### src/rtl/load_hazard_ctrl.sv
// load_hazard_ctrl
//
// Detects load-use hazards in decode. A 3-bit down-counter per GP register,
// and per AR register when LOAD_HAZARD_AR_EN is defined, records loads whose
// data has not reached a forwarding path yet. While the decoded instruction
// reads a pending register, decode stalls and a bubble goes into execute.
//
// Decode handshake: iw_id_valid is the offer from decode. or_stall acts as
// the inverse of ready. The instruction issues (is consumed) in exactly the
// cycles where iw_id_valid && !or_stall && !iw_flush. A stalled instruction
// must be held unchanged in ID.
//
// Build option:
//   LOAD_HAZARD_AR_EN  adds AR scoreboard, AR hazard term and AR issue logic.
//                      When it is undefined, the AR inputs are ignored.
//
// Ports:
//   iw_clk, iw_rst          clock, synchronous active-high reset
//   iw_id_valid             decode holds a valid instruction
//   iw_id_src_gp(_re)       GP source index / read enable
//   iw_id_tgt_gp(_re)       GP target index / read as operand enable
//   iw_id_ld_gp_we          load writes GP iw_id_tgt_gp
//   iw_id_src_ar(_re)       AR source index / read enable
//   iw_id_tgt_ar            AR target index
//   iw_id_ld_ar_we          load writes AR iw_id_tgt_ar
//   iw_flush                pipeline flush, squashes in-flight loads
//   or_stall, or_bubble     hold IF/ID and inject NOP into ID/EX (combinational)
//   or_busy                 any scoreboard entry nonzero
//   or_stall_cnt            saturating count of stalled cycles
module load_hazard_ctrl #(
    parameter int GP_W     = 4,
    parameter int AR_W     = 2,
    parameter int LOAD_LAT = 2
) (
    input  logic            iw_clk,
    input  logic            iw_rst,
    input  logic            iw_id_valid,
    input  logic [GP_W-1:0] iw_id_src_gp,
    input  logic            iw_id_src_gp_re,
    input  logic [GP_W-1:0] iw_id_tgt_gp,
    input  logic            iw_id_tgt_gp_re,
    input  logic            iw_id_ld_gp_we,
    input  logic [AR_W-1:0] iw_id_src_ar,
    input  logic            iw_id_src_ar_re,
    input  logic [AR_W-1:0] iw_id_tgt_ar,
    input  logic            iw_id_ld_ar_we,
    input  logic            iw_flush,
    output logic            or_stall,
    output logic            or_bubble,
    output logic            or_busy,
    output logic [15:0]     or_stall_cnt
);

    localparam int         GP_N = 1 << GP_W;
    localparam logic [2:0] LAT  = 3'(LOAD_LAT);

    logic [2:0] gp_cnt     [GP_N];
    logic [2:0] gp_cnt_nxt [GP_N];
    logic       gp_haz;
    logic       ar_haz;
    logic       gp_any;
    logic       ar_any;
    logic       hazard;
    logic       issue;

    // The target index doubles as a second read port (e.g. store data).
    assign gp_haz = (iw_id_src_gp_re && (gp_cnt[iw_id_src_gp] != 3'd0)) ||
                    (iw_id_tgt_gp_re && (gp_cnt[iw_id_tgt_gp] != 3'd0));

    // Flush cancels the stall in the same cycle: the stalled instruction is
    // being squashed anyway.
    assign hazard = iw_id_valid && !iw_flush && (gp_haz || ar_haz);
    assign issue  = iw_id_valid && !iw_flush && !hazard;

    assign or_stall  = hazard;
    assign or_bubble = hazard;

    // Reload beats decrement, flush beats everything. Counters keep draining
    // while stalled because the stages behind decode keep moving.
    always_comb begin
        for (int i = 0; i < GP_N; i++) begin
            gp_cnt_nxt[i] = (gp_cnt[i] != 3'd0) ? gp_cnt[i] - 3'd1 : 3'd0;
            if (issue && iw_id_ld_gp_we && (iw_id_tgt_gp == GP_W'(i)))
                gp_cnt_nxt[i] = LAT;
            if (iw_flush)
                gp_cnt_nxt[i] = 3'd0;
        end
    end

    always_ff @(posedge iw_clk) begin
        for (int i = 0; i < GP_N; i++) begin
            if (iw_rst) gp_cnt[i] <= 3'd0;
            else        gp_cnt[i] <= gp_cnt_nxt[i];
        end
    end

    always_comb begin
        gp_any = 1'b0;
        for (int i = 0; i < GP_N; i++)
            gp_any = gp_any | (|gp_cnt[i]);
    end

`ifdef LOAD_HAZARD_AR_EN
    localparam int AR_N = 1 << AR_W;

    logic [2:0] ar_cnt     [AR_N];
    logic [2:0] ar_cnt_nxt [AR_N];

    assign ar_haz = iw_id_src_ar_re && (ar_cnt[iw_id_src_ar] != 3'd0);

    always_comb begin
        for (int i = 0; i < AR_N; i++) begin
            ar_cnt_nxt[i] = (ar_cnt[i] != 3'd0) ? ar_cnt[i] - 3'd1 : 3'd0;
            if (issue && iw_id_ld_ar_we && (iw_id_tgt_ar == AR_W'(i)))
                ar_cnt_nxt[i] = LAT;
            if (iw_flush)
                ar_cnt_nxt[i] = 3'd0;
        end
    end

    always_ff @(posedge iw_clk) begin
        for (int i = 0; i < AR_N; i++) begin
            if (iw_rst) ar_cnt[i] <= 3'd0;
            else        ar_cnt[i] <= ar_cnt_nxt[i];
        end
    end

    always_comb begin
        ar_any = 1'b0;
        for (int i = 0; i < AR_N; i++)
            ar_any = ar_any | (|ar_cnt[i]);
    end
`else
    logic unused_ar;
    assign unused_ar = ^{iw_id_src_ar, iw_id_src_ar_re, iw_id_tgt_ar, iw_id_ld_ar_we};
    assign ar_haz    = 1'b0;
    assign ar_any    = 1'b0;
`endif

    // Taken straight from the counter registers, so it follows them by one
    // edge and never depends on the current decode inputs.
    assign or_busy = gp_any | ar_any;

    always_ff @(posedge iw_clk) begin
        if (iw_rst)
            or_stall_cnt <= 16'd0;
        else if (hazard && (or_stall_cnt != 16'hFFFF))
            or_stall_cnt <= or_stall_cnt + 16'd1;
    end

endmodule
### config.mk
export PLATFORM = sky130hd
export DESIGN_NAME = load_hazard_ctrl
export DESIGN_NICKNAME = d
export VERILOG_FILES = /design/src/rtl/load_hazard_ctrl.sv
export SDC_FILE = /design/constraint.sdc
export NUM_CORES = 1
export LEC_CHECK = 0
export BUFFER_PORTS_ARGS = -buffer_cell sky130_fd_sc_hd__buf_4
export CORE_ASPECT_RATIO = 1.25
export CORE_MARGIN = 3
export CORE_UTILIZATION = 57
export CTS_CLUSTER_DIAMETER = 30
export CTS_CLUSTER_SIZE = 20
export DETAILED_ROUTE_END_ITERATION = 16
export MAX_ROUTING_LAYER = met4
export PLACE_DENSITY = 0.88
export SLEW_MARGIN = 20
export SYNTH_ARGS = -nofsm -noshare
export SYNTH_HDL_FRONTEND = slang
export SYNTH_SLANG_ARGS = --single-unit
### constraint.sdc
create_clock -name iw_clk -period 3.51 [get_ports iw_clk]
set_clock_uncertainty 0.1 [all_clocks]
set_input_delay 0.351 -clock iw_clk [delete_from_list [all_inputs] [get_ports iw_clk]]
set_output_delay 0.351 -clock iw_clk [all_outputs]
set_load 0.005 [all_outputs]
; ---- After elaboration in Yosys (flattened, before gate mapping)
; Memory sizes are Yosys's and may differ from the RTL's.
; Index checks and enable logic that the tools add are counted.
[classes]
addsub = 17
eq_ne = 16
muxes = 67
bitwise = 31
reduce_logical = 61
[op_table]
columns = cell, n
row1 = $mux W3, 64
row2 = $reduce_bool A3 Y1, 18
row3 = $reduce_or A3 Y1, 16
row4 = $sub A3 B1 Y3 const B, 16
row5 = $eq A4 B4 Y1 const B, 8
row6 = $or A1 B1 Y1, 31
row7 = $logic_and A1 B1 Y1, 23
row8 = $add A16 B1 Y16 const B, 1
row9 = $eq A4 B3 Y1 const B, 4
row10 = $ne A16 B16 Y1 const B, 1
row11 = $eq A4 B2 Y1 const B, 2
row12 = $eq A4 B1 Y1 const B, 1
row13 = $logic_not A4 Y1, 1
row14 = $mux W1, 3
row15 = $logic_not A1 Y1, 2
row16 = $logic_or A1 B1 Y1, 1
[word_totals]
regBits = 16
ramBits = 48
output_inout_bits = 19
wordCells = 194
n_memories = 1
[mem_list]
columns = name, depth, width, rd, rd_ports_with_merged_regs, write_ports, line
row1 = gp_cnt, 16, 3, 18, 0, 16, 57  ; logic [2:0] gp_cnt [GP_N];

; ---- Depth between registers and ports, before layout
; Gate-level depths: netlist of run 1.
; An unclocked memory read counts as a cell.
[logic_depth]
depth_word = 17
mapped_depth = 9
depth_no_buf = 7

; ---- Worst setup path after synthesis of run 1
; No wires, ideal clock.
[synth_path]
kind = reg2out
start = memory gp_cnt[1][1]
end = output port or_stall
arrival_ns = 2.144
required_ns = 3.059
slack_ns = 0.915
path_stages_with_launch = 9
path_cell_list = dfxtp_1 > nor3_2 > mux4_2 > a21bo_1 > nor4_4 > nor2_1 > clkbuf_1 > nor2_1 > buf_4
[synth_rtl]
columns = item, line
row1 = "start, declared", 57
row2 = "end, declared", 48  ; output logic or_stall,

==> impl_metrics.py, run 1 <==
metrics = {
    "logic_synthesis": {
        "netlist_instances": 388,
        "yosys-top-cells-count": "dfxtp_1 (64), nor2_1 (50), nand2_1 (48), nor3_1 (26)",
        "syn-num-nets": 420,
        "yosysSeqAreaShare_pct": 40.1,
        "synth_ff_type": "dfxtp_1",
        "synthesis.area_mm2": 0.00320,
        "synth_top_area_share_pct": 40.1,
        "ys_types": 48,
        "synth.largest_area_cell": "dfxtp_1",
        "syn_area_per_cell_um2": 8.24,
        "synth-edff-count": 0,
        "synthesis.yosys.warnings": 0,
        "synthTopCellsByArea": "dfxtp_1 (40%), nor2_1 (5.9%), nand2_1 (5.6%)",
        "synthArstFlopShare_pct": 0,
        "yosysMostFrequentCell": "dfxtp_1",
        "ys_ff_latch": 64,
    },
    "sta": {
        "min_period_ns": 3.07,
        "maxSlewHeadroom_pct": 39.9,
        "tightest_slew_ns": 0.898,
        "maxSlewViolCount": 0,
        "final.setup.tns_ns": 0,
        "finalCritPeriodShare_pct": 87.4,
        "rsz0062_at_grt": "false",
        "fmax_mhz": 326,
        "hold_violations": 0,
        "hold_ws_ns": 0.236,
        "final-setup-viol-count": 0,
    },
    "clock_tree": {
        "insertion_delay_ns": 0.34,
        "cts_resized": 0,
        "cts_max_path_buffers": 2,
        "post_cts_buffers": 0,
        "clkSinkCount": 64,
        "cts_tree": "built",
        "clkTransAtPathRegs_ns": 0.06,
        "h-tree-depth": 3,
        "cts_buffers": 9,
        "root_buffer": "clkbuf_8",
        "cts_hold_buffers": 0,
    },
    "global_routing": {
        "grt_use_total_pct": 24.0,
        "antenna_found_initial": 0,
        "grt_overflow": 0,
        "grt_pass1_wl_um": 12200,
        "grt_max_degree": 33,
        "grt_pass1_vias": 2666,
    },
    "floorplan": {
        "core_area_mm2": 0.00526,
        "die_h_um": 89.7,
        "die_area_mm2": 0.00655,
        "ioPinCount": 40,
        "rows": 29,
        "initial_utilization_pct": 60.7,
        "die_x_um": 73.0,
    },
    "run": {
        "cap_violations": 0,
    },
    "critical_path": {
        "cp.required_ns": 3.06,
        "rr_endpoint": "or_stall_cnt[15]",
        "crit_fanout": 8,
        "reg2reg_from": "gp_cnt[3][1]",
        "worstSetupPathType": "reg -> out",
        "r2r_slack_ns": 0.56,
        "cp-end-kind": "output port",
        "start_kind": "flip-flop",
        "cp.arrival_ns": 2.62,
        "worstRegToRegCells": 7,
        "cp-startpoint": "gp_cnt[3][1]",
    },
    "route": {
        "postRouteAntennaNets": 0,
        "dr.pass1.iters": 5,
        "via_per_inst": 6.13,
        "drcViolationCount": 0,
        "drt_iter0_markers": 199,
        "wirelength_um": 7130,
        "wl_per_cell_um": 14.7,
        "num_vias": 2972,
    },
    "pwr": {
        "ir_worst_vdd_mv": 0.343,
        "leakage_uw": 0.00135,
        "power.total_uw": 1430,
        "powerDensity_mw_per_mm2": 391,
    },
    "outcome": {
        "status": "finished clean",
    },
    "layout": {
        "antennaDiodeCount": 0,
        "drive_gt1_share_pct": 14.9,
        "layout.nets": 451,
        "areaGrowthSynthToFinish_pct": 14.2,
    },
    "placement": {
        "io_buffers": 33,
        "routabilityCongestion": 0.928,
        "dpl.hpwl_um": 5190,
    },
    "worst_hold_path": {
        "min_path_cells": 2,
        "holdCritStartpoint": "iw_rst",
        "hold_class": "in -> reg",
        "holdPathEnd": "or_stall_cnt[10]",
    },
}
flip-flops by register name, summed over array words and instances, names as in the netlist:
name and cells:
or_stall_cnt 16, gp_cnt 48
cell type report:
class / count / area, um^2
Clock buffer: 12 / 145
Clock inverter: 3 / 42.5
Fill cell: 425 / 1610
Inverter: 14 / 52.6
Multi-Input combinational cell: 296 / 1790
Sequential cell: 64 / 1280
Tap cell: 62 / 77.6
Timing Repair Buffer: 34 / 255
worst max path at each step:
stage                                  end  cells after the start
after floorplan                   or_stall                      8
after global placement    or_stall_cnt[15]                      7
after detailed placement  or_stall_cnt[15]                      7
after CTS                        or_bubble                      7
after global routing             or_bubble                      7
final                            or_bubble                      7
critical path: stages, from the launching register on:
cell	delay, ns
dfxtp_1	0.39
nor3_1	0.11
mux4_2	0.50
a21bo_1	0.23
nor4_4	0.48
nor2_1	0.21
nor2_1	0.20
buf_4	0.14
per-stage QoR:
| stage | instances | worst slack (ns) | utilization (%) | cell area [um^2] |
|---|---|---|---|---|
| floorplan | 388 | 0.915 | - | 3200 |
| global placement | 470 | 0.607 | 65.8 | 3460 |
| detailed placement | 470 | 0.586 | 65.8 | 3460 |
| CTS | 485 | 0.438 | 69.3 | 3650 |
| global route | 485 | 0.240 | 69.3 | 3650 |
| finish | 485 | 0.441 | 69.3 | 3650 |
cell usage in the layout, fill, tap and decap left out, types with 11 or more instances in the layout:
cell type / n
and3_1: 12
nor3_1: 26
nand2_1: 48
nor2_1: 50
buf_4: 34
inv_1: 14
nor4_1: 13
nor4b_1: 11
ha_1: 11
dfxtp_1: 64
nand3_1: 14
kinds of logic after synthesis:
kind of cell / Yosys count / synth area share [%]
and+or+nand+nor: 211 / 34.5
DFF: 64 / 40.1
AOI/OAI and AO/OA: 63 / 13.5
buffers and inverters: 28 / 3.76
adders and majority gates: 11 / 4.31
muxes: 7 / 2.70
xor gates and xnor gates: 4 / 1.10
report_power, final:
group | internal (uW) | leakage (uW) | switching [uW] | total, uW
Combinational | 32.3 | 0.000743 | 54.8 | 87.2
Clock | 343 | 0.0000925 | 266 | 609
Sequential | 727 | 0.000515 | 1.65 | 729
metal layers:
metal / routed length (um) / up-vias / track usage [%]
met5: 0 / - / -
met4: 193 / 0 / 9.23
met3: 493 / 19 / 7.25
met2: 3440 / 101 / 37.3
met1: 3000 / 1372 / 28.9
li1: - / 1480 / -
Power figures use the tool's default switching activity.
==> run 2, diff against run 1 <==
--- a/config.mk
+++ b/config.mk
@@ -6,14 +6,17 @@
 export NUM_CORES = 1
 export LEC_CHECK = 0
 export BUFFER_PORTS_ARGS = -buffer_cell sky130_fd_sc_hd__buf_4
+export CELL_PAD_IN_SITES_DETAIL_PLACEMENT = 1
+export CELL_PAD_IN_SITES_GLOBAL_PLACEMENT = 2
 export CORE_ASPECT_RATIO = 1.25
 export CORE_MARGIN = 3
-export CORE_UTILIZATION = 57
+export CORE_UTILIZATION = 34
 export CTS_CLUSTER_DIAMETER = 30
 export CTS_CLUSTER_SIZE = 20
 export DETAILED_ROUTE_END_ITERATION = 16
 export MAX_ROUTING_LAYER = met4
-export PLACE_DENSITY = 0.88
+export PLACE_DENSITY = 0.87
+export SKIP_LAST_GASP = 1
 export SLEW_MARGIN = 20
 export SYNTH_ARGS = -nofsm -noshare
 export SYNTH_HDL_FRONTEND = slang
==> impl_metrics.py, run 2 (same netlist as run 1, synthesis figures left out) <==
metrics = {
    "outcome": {
        "status": "finished clean",
    },
    "layout": {
        "largest_register": "gp_cnt",
        "largest_register_ffs": 48,
        "antennaDiodeCount": 0,
        "layout_common_cells": "dfxtp_1 (64), nor2_1 (50), nand2_1 (48), buf_4 (34), nor3_1 (26)",
        "layout.nets": 451,
        "areaGrowthSynthToFinish_pct": 16.2,
        "final_common_cell": "dfxtp_1",
        "top_regs": "gp_cnt x48, or_stall_cnt x16",
        "nFillCells": 1107,
        "final_cell_count_no_fill": 544,
        "drive_gt1_share_pct": 14.9,
    },
    "global_routing": {
        "grt_use_total_pct": 17.6,
        "grt_max_degree": 33,
        "grt_pass1_vias": 2964,
        "grt_overflow": 0,
        "grt_pass1_wl_um": 14200,
        "antenna_found_initial": 0,
    },
    "pwr": {
        "powerDensity_mw_per_mm2": 382,
        "leakage_uw": 0.00135,
        "ir_worst_vdd_mv": 0.187,
    },
    "critical_path": {
        "cp-end-kind": "output port",
        "cp.arrival_ns": 2.65,
        "start_kind": "flip-flop",
        "cp.required_ns": 3.06,
        "worstSetupPathType": "reg -> out",
        "crit_path_max_incr_delay_ns": 0.51,
        "crit_family": "simple AND/OR/NAND/NOR gates",
        "crit_fanout": 8,
        "crit_top_cell": "nor2_1",
        "crit_slowest_cell": "nor4_4",
        "cp_cell_sequence": "nor3_1, mux4_2, a21bo_1, nor4_4, nor2_1, nor2_1, buf_4",
        "cp.buffers_inverters": 1,
    },
    "clock_tree": {
        "cts_resized": 0,
        "cts_max_path_buffers": 2,
        "cts_tree": "built",
        "cts_hold_buffers": 0,
        "h-tree-depth": 3,
        "clkSinkCount": 64,
        "clkTransAtPathRegs_ns": 0.06,
        "cts_buffers": 9,
        "root_buffer": "clkbuf_8",
        "insertion_delay_ns": 0.35,
        "post_cts_buffers": 0,
    },
    "sta": {
        "final.setup.tns_ns": 0,
        "maxSlewViolCount": 0,
        "tightest_slew_ns": 1.01,
        "fmax_mhz": 322,
        "finalCritPeriodShare_pct": 88.5,
        "rsz0062_at_grt": "false",
        "min_period_ns": 3.11,
        "final-setup-viol-count": 0,
        "maxSlewHeadroom_pct": 32.6,
        "hold_violations": 0,
    },
    "floorplan": {
        "initial_utilization_pct": 35.8,
        "ioPinCount": 40,
        "die_area_mm2": 0.0106,
        "die_x_um": 92.7,
        "core_area_mm2": 0.00894,
        "die_h_um": 114,
        "rows": 38,
    },
    "route": {
        "via_per_inst": 5.40,
        "postRouteAntennaNets": 0,
        "wl_per_cell_um": 15.5,
        "num_vias": 2937,
        "drcViolationCount": 0,
        "dr.pass1.iters": 4,
        "drt_iter0_markers": 116,
        "wirelength_um": 8410,
    },
    "placement": {
        "dpl.hpwl_um": 6400,
        "routabilityCongestion": 0.798,
        "io_buffers": 33,
        "dp_cells": 528,
    },
    "run": {
        "cap_violations": 0,
    },
    "worst_hold_path": {
        "hold_class": "in -> reg",
    },
}
## run 2: per-stage QoR
stage / setup WS, ns / instance area [um^2] / hold slack, ns / utilization (%) / power (uW)
finish: 0.404 / 3710 / 0.244 / 41.5 / 1420
global route: 0.130 / 3710 / 0.250 / 41.5 / 1490
CTS: 0.361 / 3710 / 0.220 / 41.5 / 1440
detailed placement: 0.430 / 3530 / 0.360 / 39.5 / 836
global placement: 0.522 / 3530 / 0.340 / 39.5 / 834
floorplan: 0.915 / 3200 / 0.325 / - / 801
## run 2: final timing paths
kind / start / to / slack, ns / depth (start not counted)
min reg2reg: gp_cnt[12][0] / gp_cnt[12][0] / 0.37 / 1
max: gp_cnt[0][1] / or_stall / 0.40 / 7
min: iw_rst / or_stall_cnt[9] / 0.24 / 2
max reg2reg: gp_cnt[0][1] / or_stall_cnt[15] / 0.51 / 7
## run 2: layout make-up
| type | instances | area [um^2] | share of cell area (%) |
|---|---|---|---|
| multi-input cells | 296 | 1790 | 48.3 |
| flip-flops and latches | 64 | 1280 | 34.5 |
| clock buffers | 12 | 135 | 3.64 |
| repair buffers | 34 | 255 | 6.87 |
| inverters | 14 | 52.6 | 1.42 |
| clock inverters | 4 | 45.0 | 1.21 |
| well taps | 120 | 150 | 4.04 |
## run 2: metal layers
| metal | GRT usage, % | share of wire [%] | vias to the layer above |
|---|---|---|---|
| met3 | 3.16 | 3.7 | 13 |
| met4 | 8.80 | 2.4 | 0 |
| met1 | 20.4 | 46 | 1403 |
| met5 | - | 0 | - |
| li1 | - | - | 1472 |
| met2 | 29.1 | 48 | 49 |
## run 2: power breakdown
| group | switching (uW) | internal, uW |
|---|---|---|
| logic | 57.0 | 32.4 |
| registers | 1.65 | 727 |
| clock network | 274 | 325 |
## run 2: worst register-to-register path: stages (launching register included)
cell,delay (ns)
dfxtp_1,0.38
nor3_1,0.13
mux4_2,0.49
a21bo_1,0.23
nor4_4,0.51
o21ai_2,0.32
nor4_1,0.36
mux2_2,0.37
==> run 3, diff against run 2 <==
--- a/config.mk
+++ b/config.mk
@@ -14,7 +14,6 @@
 export CTS_CLUSTER_DIAMETER = 30
 export CTS_CLUSTER_SIZE = 20
 export DETAILED_ROUTE_END_ITERATION = 16
-export MAX_ROUTING_LAYER = met4
 export PLACE_DENSITY = 0.87
 export SKIP_LAST_GASP = 1
 export SLEW_MARGIN = 20
==> impl_metrics.py, run 3 (same netlist as run 1, synthesis figures left out) <==
metrics = {
    "layout": {
        "nFillCells": 1107,
        "layout_common_cells": "dfxtp_1 (64), nor2_1 (50), nand2_1 (48), buf_4 (34), nor3_1 (26)",
        "final_cell_count_no_fill": 544,
        "antennaDiodeCount": 0,
        "largest_register": "gp_cnt",
        "largest_register_ffs": 48,
        "top_regs": "gp_cnt x48, or_stall_cnt x16",
        "layout.nets": 451,
        "post-route-util_pct": 41.5,
        "final_common_cell": "dfxtp_1",
        "areaGrowthSynthToFinish_pct": 16.2,
        "drive_gt1_share_pct": 14.9,
    },
    "pwr": {
        "leakage_uw": 0.00135,
        "powerDensity_mw_per_mm2": 382,
        "ir_worst_vdd_mv": 0.187,
    },
    "clock_tree": {
        "cts_tree": "built",
        "post_cts_buffers": 0,
        "clkTransAtPathRegs_ns": 0.07,
        "cts_resized": 0,
        "cts_max_path_buffers": 2,
        "clkSinkCount": 64,
        "cts_hold_buffers": 0,
        "cts_buffers": 9,
        "root_buffer": "clkbuf_8",
        "insertion_delay_ns": 0.35,
        "h-tree-depth": 3,
    },
    "critical_path": {
        "cp.arrival_ns": 2.65,
        "crit_family": "simple AND/OR/NAND/NOR gates",
        "worstSetupPathType": "reg -> out",
        "cp.required_ns": 3.06,
        "crit_top_cell": "nor2_1",
        "start_kind": "flip-flop",
        "cp.buffers_inverters": 1,
        "crit_slowest_cell": "nor4_4",
        "cp_cell_sequence": "nor3_1, mux4_2, a21bo_1, nor4_4, nor2_1, nor2_1, buf_4",
        "crit_fanout": 8,
        "cp-end-kind": "output port",
        "crit_path_max_incr_delay_ns": 0.51,
    },
    "placement": {
        "routabilityCongestion": 0.787,
        "pre_cts_ws_ns": 0.430,
        "dp_cells": 528,
        "io_buffers": 33,
        "dpl.hpwl_um": 6400,
    },
    "global_routing": {
        "grt_overflow": 0,
        "grt_max_degree": 33,
        "grt_pass1_wl_um": 14200,
        "grt_pass1_vias": 2969,
        "antenna_found_initial": 0,
        "grt_use_total_pct": 17.0,
    },
    "sta": {
        "fmax_mhz": 323,
        "final.setup.tns_ns": 0,
        "rsz0062_at_grt": "false",
        "final-setup-viol-count": 0,
        "hold_violations": 0,
        "tightest_slew_ns": 1.02,
        "hold_ws_ns": 0.242,
        "finalCritPeriodShare_pct": 88.3,
        "maxSlewHeadroom_pct": 32.1,
        "min_period_ns": 3.10,
        "setup_ws_ns": 0.412,
        "maxSlewViolCount": 0,
    },
    "floorplan": {
        "core_area_mm2": 0.00894,
        "die_area_mm2": 0.0106,
        "initial_utilization_pct": 35.8,
        "ioPinCount": 40,
        "die_x_um": 92.7,
        "die_h_um": 114,
        "rows": 38,
    },
    "route": {
        "postRouteAntennaNets": 0,
        "via_per_inst": 5.39,
        "dr.pass1.iters": 4,
        "num_vias": 2934,
        "drcViolationCount": 0,
        "wl_per_cell_um": 15.5,
        "wirelength_um": 8410,
        "drt_iter0_markers": 118,
    },
    "worst_hold_path": {
        "hold_class": "in -> reg",
    },
    "run": {
        "cap_violations": 0,
    },
    "outcome": {
        "status": "finished clean",
    },
}
[run 3: cell counts in the layout (fill, tap and decap cells not counted)]
No cell type changed its count.
[run 3: where the power goes]
group          switching, uW  leakage [uW]  internal [uW]
Combinational           56.9      0.000743           32.4
Clock                    274     0.0000941            325
Sequential              1.65      0.000515            727
Total                    332       0.00135           1080
[run 3: final timing paths]
check        slack [ns]  cells after the start          endpoint          start
min                0.24                      2   or_stall_cnt[4]         iw_rst
max                0.41                      7          or_stall   gp_cnt[3][1]
min reg2reg        0.37                      1     gp_cnt[12][0]  gp_cnt[12][0]
max reg2reg        0.51                      7  or_stall_cnt[15]   gp_cnt[3][1]
[run 3: through the flow]
step / cell area, um^2 / total power (uW)
after global placement: 3530 / 834
after CTS: 3710 / 1440
final: 3710 / 1420
after detailed placement: 3530 / 836
after floorplan: 3200 / 801
after global routing: 3710 / 1490
[run 3: routing by layer]
metal	up-vias	GRT usage, %	routed length (um)
met2	45	29.1	4040
li1	1473	-	-
met1	1403	20.1	3810
met3	13	3.55	353
met4	0	8.80	205
met5	-	0	0
[run 3: layout make-up]
cell class | count | area [um^2] | share of cell area (%)
clock inverters | 4 | 45.0 | 1.21
multi-input cells | 296 | 1790 | 48.3
flip-flops and latches | 64 | 1280 | 34.5
well taps | 120 | 150 | 4.04
repair buffers | 34 | 255 | 6.87
clock buffers | 12 | 135 | 3.64
inverters | 14 | 52.6 | 1.42
